$ cat src/rtl/irc_pkg.sv
// Shared definitions for the IR-remote command controller.
// Default key codes, mode encodings and state enums.
package irc_pkg;

    localparam logic [7:0] DEF_KEY_M0   = 8'd12;
    localparam logic [7:0] DEF_KEY_M1   = 8'd24;
    localparam logic [7:0] DEF_KEY_M2   = 8'd94;
    localparam logic [7:0] DEF_KEY_ZIN  = 8'd21;
    localparam logic [7:0] DEF_KEY_ZOUT = 8'd7;

    localparam logic [23:0] DEF_MODE_CODES =
        {DEF_KEY_M2, DEF_KEY_M1, DEF_KEY_M0};

    localparam logic [2:0] MODE_OH_0 = 3'b001;
    localparam logic [2:0] MODE_OH_1 = 3'b010;
    localparam logic [2:0] MODE_OH_2 = 3'b100;

    typedef enum logic [1:0] {
        ST_IDLE,
        ST_ON,
        ST_OFF
    } beep_state_t;

    typedef enum logic [1:0] {
        ZK_NONE,
        ZK_INC,
        ZK_DEC
    } zoom_key_t;

endpackage

$ cat src/rtl/irc_beep_seq.sv
// Buzzer sequencer: N short beeps or one long rejection beep.
// Owns the beep FSM, the in-slot cycle counter and the beeps-left count.
module irc_beep_seq
    import irc_pkg::*;
#(
    parameter int BEEP_PERIOD = 12_500_000,
    parameter int BEEP_ON     = 6_250_000
) (
    input  logic       clk,
    input  logic       rst_n,
    input  logic       start,
    input  logic       long_req,
    input  logic [2:0] count,
    output logic       beep_n,
    output logic       busy
);

    localparam int CW = $clog2(BEEP_PERIOD + 1);

    localparam logic [CW-1:0] ON_LAST       = CW'(BEEP_ON - 1);
    localparam logic [CW-1:0] OFF_LAST      = CW'(BEEP_PERIOD - BEEP_ON - 1);
    localparam logic [CW-1:0] LONG_ON_LAST  = CW'(BEEP_PERIOD - 2);
    localparam logic [CW-1:0] LONG_OFF_LAST = CW'(0);

    beep_state_t   state, state_d;
    logic [CW-1:0] cnt, cnt_d;
    logic [2:0]    left, left_d;
    logic          lng, lng_d;
    logic [CW-1:0] on_last, off_last;

    always_ff @(posedge clk or negedge rst_n) begin
        if (!rst_n) begin
            state <= ST_IDLE;
            cnt   <= '0;
            left  <= '0;
            lng   <= 1'b0;
        end else begin
            state <= state_d;
            cnt   <= cnt_d;
            left  <= left_d;
            lng   <= lng_d;
        end
    end

    always_comb begin
        state_d  = state;
        cnt_d    = cnt;
        left_d   = left;
        lng_d    = lng;
        on_last  = lng ? LONG_ON_LAST : ON_LAST;
        off_last = lng ? LONG_OFF_LAST : OFF_LAST;
        case (state)
            ST_ON: begin
                if (cnt == on_last) begin
                    state_d = ST_OFF;
                    cnt_d   = '0;
                end else begin
                    cnt_d = cnt + CW'(1);
                end
            end
            ST_OFF: begin
                if (cnt == off_last) begin
                    cnt_d = '0;
                    if (left != 3'd0) begin
                        state_d = ST_ON;
                        left_d  = left - 3'd1;
                    end else begin
                        state_d = ST_IDLE;
                    end
                end else begin
                    cnt_d = cnt + CW'(1);
                end
            end
            default: state_d = ST_IDLE;
        endcase
        // A mode sequence always restarts; a rejection never interrupts one
        if (start) begin
            state_d = ST_ON;
            cnt_d   = '0;
            left_d  = count - 3'd1;
            lng_d   = 1'b0;
        end else if (long_req && !(busy && !lng)) begin
            state_d = ST_ON;
            cnt_d   = '0;
            left_d  = 3'd0;
            lng_d   = 1'b1;
        end
    end

    assign beep_n = (state != ST_ON);
    assign busy   = (state != ST_IDLE);

endmodule

$ cat src/rtl/irc_cmd_ctrl.sv
// IR-remote command controller: mode select, zoom stepping, buzzer feedback.
// Define IRC_AUTOREPEAT_EN to let key_rpt repeat the last zoom key.
module irc_cmd_ctrl
    import irc_pkg::*;
#(
    parameter int                     NUM_MODES   = 3,
    parameter logic [NUM_MODES*8-1:0] MODE_CODES  = DEF_MODE_CODES,
    parameter logic [7:0]             KEY_INC     = DEF_KEY_ZIN,
    parameter logic [7:0]             KEY_DEC     = DEF_KEY_ZOUT,
    parameter int                     DW          = 11,
    parameter int                     W_STEP      = 40,
    parameter int                     H_STEP      = 15,
    parameter int                     W_MIN       = 800,
    parameter int                     W_MAX       = 1600,
    parameter int                     H_MIN       = 600,
    parameter int                     H_MAX       = 900,
    parameter int                     W_INIT      = 1280,
    parameter int                     H_INIT      = 780,
    parameter int                     BEEP_PERIOD = 12_500_000,
    parameter int                     BEEP_ON     = 6_250_000
) (
    input  logic                 clk,
    input  logic                 rst_n,
    input  logic                 key_vld,
    input  logic [7:0]           key_code,
    input  logic                 key_rpt,
    output logic [NUM_MODES-1:0] mode,
    output logic [DW-1:0]        dst_w,
    output logic [DW-1:0]        dst_h,
    output logic                 limit_hit,
    output logic                 beep_n,
    output logic                 beep_busy
);

    localparam logic [DW:0] W_STEP_X = (DW+1)'(W_STEP);
    localparam logic [DW:0] H_STEP_X = (DW+1)'(H_STEP);
    localparam logic [DW:0] W_MAX_X  = (DW+1)'(W_MAX);
    localparam logic [DW:0] H_MAX_X  = (DW+1)'(H_MAX);
    localparam logic [DW:0] W_LO_X   = (DW+1)'(W_MIN + W_STEP);
    localparam logic [DW:0] H_LO_X   = (DW+1)'(H_MIN + H_STEP);

    logic       mode_hit;
    logic [2:0] mode_idx;
    logic       mode_take;

    always_comb begin
        mode_hit = 1'b0;
        mode_idx = 3'd0;
        // Descending scan so the lowest matching slice wins
        for (int k = NUM_MODES - 1; k >= 0; k--) begin
            if (MODE_CODES[k*8 +: 8] == key_code) begin
                mode_hit = 1'b1;
                mode_idx = 3'(k);
            end
        end
    end

    assign mode_take = key_vld && mode_hit;

    logic          key_inc, key_dec;
    logic          do_inc, do_dec;
    logic [DW:0]   w_ext, h_ext, w_up, h_up;
    logic          inc_ok, dec_ok;
    logic          step_up, step_dn, reject;

    assign key_inc = key_vld && (key_code == KEY_INC);
    assign key_dec = key_vld && (key_code == KEY_DEC);

`ifdef IRC_AUTOREPEAT_EN
    zoom_key_t last_key;
    logic      rpt;

    assign rpt    = key_rpt && !key_vld;
    assign do_inc = key_inc || (rpt && last_key == ZK_INC);
    assign do_dec = key_dec || (rpt && last_key == ZK_DEC);

    always_ff @(posedge clk or negedge rst_n) begin
        if (!rst_n) begin
            last_key <= ZK_NONE;
        end else if (key_vld) begin
            if (key_inc)      last_key <= ZK_INC;
            else if (key_dec) last_key <= ZK_DEC;
            else              last_key <= ZK_NONE;
        end
    end
`else
    logic unused_rpt;

    assign unused_rpt = key_rpt;
    assign do_inc     = key_inc;
    assign do_dec     = key_dec;
`endif

    assign w_ext  = {1'b0, dst_w};
    assign h_ext  = {1'b0, dst_h};
    assign w_up   = w_ext + W_STEP_X;
    assign h_up   = h_ext + H_STEP_X;
    assign inc_ok = (w_up <= W_MAX_X) && (h_up <= H_MAX_X);
    assign dec_ok = (w_ext >= W_LO_X) && (h_ext >= H_LO_X);

    assign step_up = do_inc && inc_ok;
    assign step_dn = do_dec && dec_ok;
    assign reject  = (do_inc && !inc_ok) || (do_dec && !dec_ok);

    always_ff @(posedge clk or negedge rst_n) begin
        if (!rst_n) begin
            mode      <= NUM_MODES'(1);
            dst_w     <= DW'(W_INIT);
            dst_h     <= DW'(H_INIT);
            limit_hit <= 1'b0;
        end else begin
            if (mode_take) mode <= NUM_MODES'(1) << mode_idx;
            if (step_up) begin
                dst_w <= w_up[DW-1:0];
                dst_h <= h_up[DW-1:0];
            end else if (step_dn) begin
                dst_w <= dst_w - DW'(W_STEP);
                dst_h <= dst_h - DW'(H_STEP);
            end
            limit_hit <= reject;
        end
    end

    irc_beep_seq #(
        .BEEP_PERIOD (BEEP_PERIOD),
        .BEEP_ON     (BEEP_ON)
    ) u_beep (
        .clk      (clk),
        .rst_n    (rst_n),
        .start    (mode_take),
        .long_req (reject),
        .count    (mode_idx + 3'd1),
        .beep_n   (beep_n),
        .busy     (beep_busy)
    );

endmodule

$ cat config.mk
export PLATFORM = sky130hd
export DESIGN_NAME = irc_cmd_ctrl
export DESIGN_NICKNAME = d
export VERILOG_FILES = /design/src/rtl/irc_pkg.sv /design/src/rtl/irc_beep_seq.sv /design/src/rtl/irc_cmd_ctrl.sv
export SDC_FILE = /design/constraint.sdc
export NUM_CORES = 1
export LEC_CHECK = 0
export ABC_AREA = 1
export ABC_CLOCK_PERIOD_IN_PS = 2500
export CAP_MARGIN = 25
export CORE_AREA = 2 2 85 104
export CTS_BUF_LIST = sky130_fd_sc_hd__clkbuf_4 sky130_fd_sc_hd__clkbuf_8 sky130_fd_sc_hd__clkbuf_16
export CTS_CLUSTER_DIAMETER = 200
export DETAILED_ROUTE_END_ITERATION = 8
export DIE_AREA = 0 0 87 106
export PLACE_DENSITY = 0.81
export SLEW_MARGIN = 10
export SYNTH_ARGS = -nofsm -noshare
export SYNTH_HDL_FRONTEND = slang
export SYNTH_SLANG_ARGS = --single-unit
$ cat constraint.sdc
create_clock -name clk -period 2.5 [get_ports clk]
set_input_delay 0.5 -clock clk [delete_from_list [all_inputs] [get_ports clk]]
set_output_delay 0.5 -clock clk [all_outputs]
set_load 0.01 [all_outputs]
==> impl_metrics.py <==
metrics = {
    "run_status": {
        "status": "finished clean",
    },
    "sta": {
        "setup_violations": 0,
        "timing.final.hold_violations": 0,
        "fmax_mhz": 432.8,
        "share_of_the_clock_period_used_by_the_worst_path_pct": 92.42,
        "setup_total_negative_slack_ps": 0,
        "rsz0062_at_grt": "false",
        "post_layout_minimum_cycle_time_ps": 2310,
        "finalMaxSlewViolations": 0,
        "worst_clock_skew_ps": 3.386,
        "fin_hold_ws_ps": 157.5,
    },
    "synth": {
        "synth.top_cells.by_count": "243 x sky130_fd_sc_hd__nand2_1, 112 x sky130_fd_sc_hd__inv_1, 71 x sky130_fd_sc_hd__nor2_1",
        "syn_area_mm2": 0.004838,
        "synth.top_cell.area_share_pct": 23.79,
        "syn_avg_cell_area_um2": 6.259,
        "ys_types": 40,
        "ys.warnings.count": 0,
        "synthFlopType": "sky130_fd_sc_hd__dfrtp_1",
        "ys_seq_area_share_pct": 27.59,
        "yosys_register_bits": 53,
        "netlist_top_cells_area": "sky130_fd_sc_hd__dfrtp_1 24%, sky130_fd_sc_hd__nand2_1 19%, sky130_fd_sc_hd__inv_1 8.7%, sky130_fd_sc_hd__nand3_1 6.0%, sky130_fd_sc_hd__xor2_1 6.0%",
        "most_used_standard_cell_by_instance_count_after_synthesis": "sky130_fd_sc_hd__nand2_1",
        "synth.largest_area_cell": "sky130_fd_sc_hd__dfrtp_1",
        "number_of_instances_in_the_synthesized_netlist": 773,
        "synth_enable_flop_cells": 0,
        "ys_async_sr_fraction_pct": 100.0,
    },
    "final_layout": {
        "final_cell_count_no_fill": 917,
        "n_fill_cell": 744,
        "drive_gt1_share_pct": 8.659,
        "antenna-diode-count": 0,
        "areaGrowthSynthToFinish_pct": 14.43,
        "ff_latch_area_mm2": 0.001335,
        "stdcell_area_mm2": 0.005537,
        "multi_input_comb_area_mm2": 0.002877,
        "design.final.nets": 843,
    },
    "worst_setup_path": {
        "worstPathCellList": "ha_1 > inv_1 > nor2_1 > nand2_1 > inv_1 > nand2_1 > nor2_1 > nand2_1 > nand2_1 > nand2_1 > inv_1 > nand2_1 > nand2_1 > nand2_1 > inv_1 > nand4_1 > nand2_1",
        "cp_common_cell": "sky130_fd_sc_hd__nand2_1",
        "crit_required_ps": 2760,
        "cp-end-kind": "flip-flop",
        "max_stage_delay_ps": 510,
        "cp_slowest_cell": "sky130_fd_sc_hd__dfrtp_1",
        "worstSetupPathType": "reg -> reg",
        "critPathMaxFanout": 8,
        "critical_path.startpoint_type": "flip-flop",
        "critical_path_arrival_ps": 2570,
    },
    "drt": {
        "drtIter0Drc": 382,
        "drt-vias-per-instance": 5.604,
        "routed_wire_length_per_instance_um": 14.93,
        "drt_drc": 0,
        "via_count": 5139,
        "drt_first_pass_iters": 5,
        "routed_wirelength_um": 13700,
        "final_antenna_net_count": 0,
    },
    "cts": {
        "clkTransAtPathRegs_ps": 100,
        "clock-root-buffer": "sky130_fd_sc_hd__clkbuf_8",
        "post_cts_hold_buffer_count": 0,
        "cts_tree": "built",
        "tritoncts.num_buffers": 5,
        "clockBufferDepth": 2,
        "worstSkewPairLatency_ps": 320,
        "clock_tree.htree_level_count": 2,
        "number_of_clock_sinks": 53,
    },
    "power": {
        "leakagePower_nw": 2.863,
        "totalPowerFinal_mw": 2.350,
        "power_per_cell_area_mw_per_mm2": 424.5,
        "ir_drop_mv": 0.3547,
    },
    "global_route": {
        "first_global_vias": 4979,
        "global_route.peak_usage_layer": "met2",
        "grt_use_total_pct": 30.52,
        "antenna_found_initial": 0,
        "globalRouteMet1Util_pct": 35.03,
        "grt_first_pass_wirelength_um": 22470,
        "groute.layer.met2.usage_pct": 54.91,
        "met3_usage_pct": 3.416,
        "global_route.overflow_total": 0,
        "pin_count_of_the_biggest_net_entering_global_routing": 54,
    },
    "die": {
        "ioPinCount": 40,
        "core_region_area_mm2": 0.008287,
        "area_of_the_die_mm2": 0.009222,
        "die_height_um": 106,
        "std_cell_rows": 37,
        "initial_core_util_pct": 58.39,
        "floorplan.die.width_um": 87,
    },
    "placement": {
        "hpwlAfterDp_um": 10370,
        "place.detailed.instances": 909,
        "place_congestion": 0.9980,
        "io_buffer_count": 35,
        "dpl-instance-area_mm2": 0.005405,
    },
    "job": {
        "cap_viol_max_count": 0,
    },
    "hold_path": {
        "hold_path_class": "in -> async",
    },
}
## worst paths after layout
check | end | startpoint | cells past startpoint | slack, ps
max reg2reg | u_beep.cnt[12]$_DFFE_PN0P_ | u_beep.cnt[1]$_DFFE_PN0P_ | 17 | 190
min reg2reg | mode[1]$_DFFE_PN0P_ | mode[1]$_DFFE_PN0P_ | 2 | 490
min in group clk | mode[1]$_DFFE_PN0P_ | mode[1]$_DFFE_PN0P_ | 2 | 490
max | u_beep.cnt[12]$_DFFE_PN0P_ | u_beep.cnt[1]$_DFFE_PN0P_ | 17 | 190
max in group asynchronous | dst_h[3]$_DFFE_PN1P_ | rst_n | 2 | 2020
min | u_beep.cnt[16]$_DFFE_PN0P_ | rst_n | 2 | 160
## state kept, by name (all words and copies together), names as in the netlist
signal and count:
dst_h 11, dst_w 8, limit_hit 1, mode 3, u_beep.cnt 24, u_beep.left 3, u_beep.lng 1, u_beep.state 2
## metrics by stage
stage               util, %  setup slack (ps)
global placement      65.23             95.40
floorplan                 -             434.4
finish                66.81             189.5
global route          66.81             2.515
CTS                   66.68             214.2
detailed placement    65.23             32.78
## critical path: cells and delay by family (launching register included)
kind                       cells  cell delay [ps]
DFF                            1              510
and+or+nand+nor               12             1130
buffers and inverters          4              300
adders and majority gates      1              320
## metal layers
metal / vias up / routed length [um] / part of all wire (%)
li1: 2543 / - / -
met1: 2382 / 5460 / 40
met2: 167 / 7118 / 52
met3: 47 / 551 / 4.0
met4: 0 / 564 / 4.1
met5: - / 0 / 0
## layout by cell type (no fill, tap or decap), types with 2 or more instances in the layout
master                            count
sky130_fd_sc_hd__clkdlybuf4s50_1     34
sky130_fd_sc_hd__o21ai_1              2
sky130_fd_sc_hd__a21oi_1             16
sky130_fd_sc_hd__nor4_1               5
sky130_fd_sc_hd__nand4_1             38
sky130_fd_sc_hd__dfstp_2              7
sky130_fd_sc_hd__xor2_1              33
sky130_fd_sc_hd__inv_2                4
sky130_fd_sc_hd__ha_1                12
sky130_fd_sc_hd__nand2_2              4
sky130_fd_sc_hd__o211ai_1             4
sky130_fd_sc_hd__inv_1              112
sky130_fd_sc_hd__buf_4               33
sky130_fd_sc_hd__nand2_4              2
sky130_fd_sc_hd__nor3_1              25
sky130_fd_sc_hd__a31oi_1              5
sky130_fd_sc_hd__o21ai_0             19
sky130_fd_sc_hd__clkbuf_8             6
sky130_fd_sc_hd__or2_2                2
sky130_fd_sc_hd__o22ai_1              8
sky130_fd_sc_hd__nand3_2              2
sky130_fd_sc_hd__dfrtp_1             46
sky130_fd_sc_hd__nor2_1              71
sky130_fd_sc_hd__o221ai_1             3
sky130_fd_sc_hd__conb_1               3
sky130_fd_sc_hd__nand2_1            243
sky130_fd_sc_hd__xnor2_1              7
sky130_fd_sc_hd__buf_12               2
sky130_fd_sc_hd__nand3_1             58
sky130_fd_sc_hd__nor2_4               2
## layout make-up
| type | count | share of cell area, % |
|---|---|---|
| Tap cell | 97 | 2.192 |
| Multi-Input combinational cell | 571 | 51.95 |
| Clock inverter | 1 | 0.5424 |
| Clock buffer | 7 | 1.627 |
| Sequential cell | 53 | 24.11 |
| Timing Repair Buffer | 71 | 11.64 |
| Inverter | 117 | 7.932 |
## power by group
group	switching (mW)	total [mW]	internal, mW	leakage, nW
registers	0.0883	1.02	0.933	0.669
logic	0.407	0.687	0.280	2.13
clock network	0.304	0.642	0.338	0.0619
total	0.799	2.35	1.55	2.86
## kinds of logic after synthesis
| kind of cell | after synthesis | synth area share (%) |
|---|---|---|
| XOR/XNOR | 40 | 7.241 |
| adder cells (fa/ha/maj) | 12 | 3.103 |
| other | 1 | 0.07751 |
| flip-flops | 53 | 27.59 |
| buffers and inverters | 151 | 13.27 |
| AND/OR/NAND/NOR | 455 | 41.38 |
| AO/OA/AOI/OAI | 61 | 7.345 |
## what timing repair did
item | CTS | global route
buffers inserted | 0 | 0
gates resized for setup | 0 | 2
endpoints found under the hold margin | 0 | 0
setup endpoints to repair | 0 | 17
No activity file was read; power rests on OpenSTA's default activity.
